## config.mk

```make
export PLATFORM = sky130hd
export DESIGN_NAME = fifo_rd_stage
export DESIGN_NICKNAME = d
export VERILOG_FILES = /design/src/rtl/fifo_rd_stage.sv
export SDC_FILE = /design/constraint.sdc
export NUM_CORES = 1
export LEC_CHECK = 0
export CAP_MARGIN = 20
export CORE_MARGIN = 2
export CORE_UTILIZATION = 50
export DETAILED_ROUTE_END_ITERATION = 7
export PLACE_DENSITY = 0.93
export SLEW_MARGIN = 20
export SYNTH_ARGS = -nofsm -noshare
export SYNTH_HDL_FRONTEND = slang
export SYNTH_SLANG_ARGS = --single-unit
```

## constraint.sdc

```tcl
create_clock -name rd_clk -period 3.57 [get_ports rd_clk]
set_input_delay 0.5355 -clock rd_clk [delete_from_list [all_inputs] [get_ports rd_clk]]
set_output_delay 0.5355 -clock rd_clk [all_outputs]
set_load 0.05 [all_outputs]
```

## src/rtl/fifo_rd_stage.sv

```systemverilog
// FIFO read-side stage: pops a first-word-fall-through FIFO into a
// registered valid/ready stream through a 2-entry (head + skid) buffer.
//
// Ports:
//   rd_clk, rd_rst_n      clock, async active-low reset
//   fifo_rd_data          FIFO head word (valid while fifo_empty=0)
//   fifo_empty            FIFO empty flag
//   fifo_rd_en            pop strobe to the FIFO
//   flush                 synchronous discard of buffered words
//   m_data, m_valid       registered stream outputs
//   m_ready               downstream ready
//   cnt_clr, xfer_count   transfer counter, only with the
//                         FIFO_RD_STAGE_XFER_CNT_EN macro defined
module fifo_rd_stage #(
    parameter int DATA_WIDTH = 8,
    parameter int CNT_WIDTH  = 16
) (
    input  logic                  rd_clk,
    input  logic                  rd_rst_n,
    input  logic [DATA_WIDTH-1:0] fifo_rd_data,
    input  logic                  fifo_empty,
    output logic                  fifo_rd_en,
    input  logic                  flush,
`ifdef FIFO_RD_STAGE_XFER_CNT_EN
    input  logic                  cnt_clr,
    output logic [CNT_WIDTH-1:0]  xfer_count,
`endif
    output logic [DATA_WIDTH-1:0] m_data,
    output logic                  m_valid,
    input  logic                  m_ready
);

    typedef enum logic [1:0] {
        EMPTY = 2'd0,
        ONE   = 2'd1,
        TWO   = 2'd2
    } occ_e;

    occ_e                  occ;
    logic [DATA_WIDTH-1:0] entry1;
    logic                  push;
    logic                  pop;

    // The pop strobe looks only at local occupancy, never at m_ready,
    // so the FIFO never sees a combinational path from downstream.
    assign fifo_rd_en = ~fifo_empty & (occ != TWO) & ~flush & rd_rst_n;
    assign push       = fifo_rd_en;
    assign pop        = m_valid & m_ready;

    // m_data is entry0. m_valid is kept registered in lockstep with occ.
    always_ff @(posedge rd_clk or negedge rd_rst_n) begin
        if (!rd_rst_n) begin
            occ     <= EMPTY;
            m_valid <= 1'b0;
            m_data  <= '0;
            entry1  <= '0;
        end else if (flush) begin
            occ     <= EMPTY;
            m_valid <= 1'b0;
        end else begin
            unique case (occ)
                EMPTY: begin
                    if (push) begin
                        m_data  <= fifo_rd_data;
                        occ     <= ONE;
                        m_valid <= 1'b1;
                    end
                end
                ONE: begin
                    if (push && pop) begin
                        // head leaves as the new word lands in its place
                        m_data <= fifo_rd_data;
                    end else if (push) begin
                        entry1 <= fifo_rd_data;
                        occ    <= TWO;
                    end else if (pop) begin
                        occ     <= EMPTY;
                        m_valid <= 1'b0;
                    end
                end
                TWO: begin
                    // no push is possible here; skid word advances
                    if (pop) begin
                        m_data <= entry1;
                        occ    <= ONE;
                    end
                end
                default: begin
                    occ     <= EMPTY;
                    m_valid <= 1'b0;
                end
            endcase
        end
    end

`ifdef FIFO_RD_STAGE_XFER_CNT_EN
    // Clear wins over a coincident transfer.
    always_ff @(posedge rd_clk or negedge rd_rst_n) begin
        if (!rd_rst_n) begin
            xfer_count <= '0;
        end else if (cnt_clr) begin
            xfer_count <= '0;
        end else if (pop) begin
            xfer_count <= xfer_count + CNT_WIDTH'(1);
        end
    end
`else
    logic [CNT_WIDTH-1:0] unused_cnt_w;
    assign unused_cnt_w = '0;
`endif

endmodule

```

==> results by group <==
Run status
  – Status: complete, no violations

Clock tree
  – CTS clock-pin slew for the worst setup and hold paths: between 0.1 and 0.15 ns
  – H-tree depth: 1
  – CTS max path bufs: 2
  – Clock root cell: clkbuf_4
  – Total CTS buffers: 3
  – CTS tree: done
  – Clk_lat worst skew: 0.30 ns
  – Cts hold-fix bufs: 0
  – CTS sink count: 19
  – Setup repair bufs after CTS: 0
  – CTS resizes: 0

Detailed routing
  – DR WL/cell: 14.3 microns
  – Vias: a little over 600
  – Post-route ant nets: 0
  – DRT iter0 DRCs: 0
  – # DRC: 0
  – DR pass1 iterations: 1
  – Total Wirelength: ~1700 microns
  – DR vias/cell: between 5 and 6

Synth
  – Number of synthesized register bits: 19
  – Leading area contributor after synthesis: dfrtp_1
  – Synth Area in Adders: 0%
  – Post-Synth Simple-Gate Area: under 10%
  – Post-synth top area share: between 50 and 60%
  – Mapped Area: ~900 sq um
  – Share of the yosys chip area belonging to registers: 52.1%
  – Area contributors post-synth: dfrtp_1 (52%), mux2_2 (30%), o32ai_4 (3.0%), nor2b_1 (1.4%), a21boi_2 (1.2%)
  – Avg Inst Size Synth: around 14 sq um
  – Yosys cell types: 21
  – Number of synthesis warnings: 0
  – Post-synthesis net count: a little under 80
  – Post-synthesis mux area share: between 20% and 30%
  – XOR/XNOR Fraction of Synth Area: 0%
  – Post-synthesis compound-gate area fraction: around a tenth
  – Main combinational cell family by area after synthesis: multiplexers
  – Synth Instances: 65

STA
  – Final hold violation count: 0
  – Setup TNS: 0 ns
  – Final Slew Violations: 0
  – Worst relative slew slack: between 40% and 50%
  – Min Tclk post-route: around 2.4 ns
  – FMAX: between 0.4 and 0.5 GHz
  – Final Skew: 0.00470 ns
  – Slew at the pin closest to its max-slew limit: around 0.87 ns
  – Final hold slack: approximately 0.52 ns
  – Unrepaired setup endpoints after global routing: false
  – Final setup vio count: 0
  – Fin crit share: 68.0%

Min path
  – Hold Crit Start: entry1[0]$_DFFE_PN0P_
  – Hold Path Class: reg -> reg

Floorplanning
  – Die Wd: about 47 microns
  – Initial Util: a little over half
  – IO Count: 23
  – Die height: around 47 microns
  – Row count: 15
  – Die area: between 0.002 and 0.0025 sq mm
  – Core footprint: approximately 0.0017 sq mm

Global routing
  – Initial antenna violation count: 0
  – Vias in the first global route: 630
  – Largest net degree at the start of global routing: 22
  – Total gr overflow: 0
  – All-layer global routing usage: 18.8%
  – First-pass GRT wire length: 2810 microns

Finish
  – Diodes inserted: 0
  – Share of cells above drive strength 1: ~36%
  – Commonest non-fill, non-tap cell in the layout: mux2_2
  – Area growth, synth to finish: 31.9%
  – Final net count: ~110
  – Util after Layout: a little over two thirds
  – Filler cell count: 127
  – Most frequent cells in the layout: mux2_2 (24), clkdlybuf4s50_1 (21), dfrtp_1 (19)

Setup path
  – Critical Path RT: just over 3 ns
  – CP top delay family: simple AND/OR/NAND/NOR gates
  – Crit end category: output port
  – Critical-path top delay cell: nor2b_1
  – CP Launch Type: flop
  – CP Data Arrival Time: between 1.5 and 2 ns
  – Crit path max fanout: 10
  – Critical path class: reg -> out
  – CP cell instances: nor2b_1 > nor3_1 > buf_12
  – CP peak stage delay: ~0.73 ns
  – WP buf/inv: 1
  – Worst r2r src: occ[1]$_DFFE_PN0P_
  – Setup crit start: occ[1]$_DFFE_PN0P_

Pwr
  – Peak supply drop: just over 400 uV
  – Int Pwr: 419 uW
  – Seq pwr share: a little under half
  – Leakage power: 0.487 nW
  – Switching share of power: 35.8%
  – Power Density: ~540 mW/mm^2
  – Logic pwr share: between 30% and 40%
  – Clock network fraction of total power: about 17%
  – Sw power: between 200 and 250 uW

Placement
  – GPL Wtd Cong: 0.772
  – Detailed-placement wirelength estimate: roughly 1200 microns
  – IO buf count: 22

Run
  – MaxCap Viol Count: 0
[cell usage after synthesis]
master,count
a2111oi_0,1
a211o_1,1
a211oi_1,1
a21boi_2,1
a21oi_1,2
buf_2,1
dfrtp_1,19
inv_1,1
mux2_2,24
nand2_1,1
nand3_2,1
nand4b_1,1
nor2_1,1
nor2b_1,2
nor3_1,2
nor3b_1,1
o21a_1,1
o21bai_1,1
o32ai_4,1
or2_1,1
or2b_1,1
[path summary, 6_finish.rpt]
path                                          to  slack [ns]  depth (start not counted)
max                                   fifo_rd_en        1.14                          3
min                        entry1[0]$_DFFE_PN0P_        0.52                          1
max reg2reg                m_data[1]$_DFFE_PN0P_        1.58                          3
min reg2reg                entry1[0]$_DFFE_PN0P_        0.52                          1
max in group asynchronous  entry1[4]$_DFFE_PN0P_        2.75                          2
min in group asynchronous  m_data[3]$_DFFE_PN0P_        0.61                          2
[logic make-up (layout without fill, tap and decap cells)]
group | count (synthesis) | in the layout
DFF | 19 | 19
AOI/OAI and AO/OA | 9 | 9
and+or+nand+nor | 11 | 11
muxes | 24 | 24
buffers and inverters | 2 | 28
[worst register-to-register path: cells and delay by family, from the launching register on]
| family | cells | cell delay [ns] |
|---|---|---|
| muxes | 2 | 0.67 |
| DFF | 1 | 0.48 |
| and+or+nand+nor | 1 | 0.74 |
[power groups by stage]
stage	logic (mW)	clock network [mW]	registers, mW
5_1_grt	0.259	0.121	0.306
6_report	0.246	0.109	0.298
3_5_place_dp	0.248	0	0.302
2_1_floorplan	0.0706	0	0.388
4_1_cts	0.249	0.112	0.298
3_3_place_gp	0.243	0	0.299
[metal layers]
| layer | up-vias | part of all wire, % | global-route usage (%) |
|---|---|---|---|
| met3 | 4 | 5.1 | 2.69 |
| met4 | 0 | 2.4 | 10.0 |
| li1 | 295 | - | - |
| met2 | 17 | 48 | 32.2 |
| met5 | - | 0 | 0 |
| met1 | 295 | 45 | 22.9 |
[state kept, by name (all words and copies together), names as in the netlist]
register,flops
entry1,8
occ,2
m_valid,1
m_data,8
[area by class of cell]
| type | instances | area [sq um] | share of cell area (%) |
|---|---|---|---|
| clock buffers | 3 | 22.5 | 1.87 |
| repair buffers | 23 | 238 | 19.7 |
| well taps | 25 | 31.3 | 2.60 |
| flip-flops and latches | 19 | 475 | 39.5 |
| clock inverters | 1 | 5.00 | 0.415 |
| multi-input cells | 44 | 429 | 35.6 |
| inverters | 1 | 3.75 | 0.312 |
[through the flow]
step / power (mW) / setup WS, ns / cell area [sq um] / cells
after floorplan: 0.458 / 1.13 / 913 / 65
after global placement: 0.541 / 1.20 / 1180 / 112
after detailed placement: 0.551 / 1.19 / 1180 / 112
after CTS: 0.659 / 1.08 / 1200 / 116
after global routing: 0.686 / 0.966 / 1200 / 116
final: 0.652 / 1.14 / 1200 / 116
(Power assumes the default switching activity.)
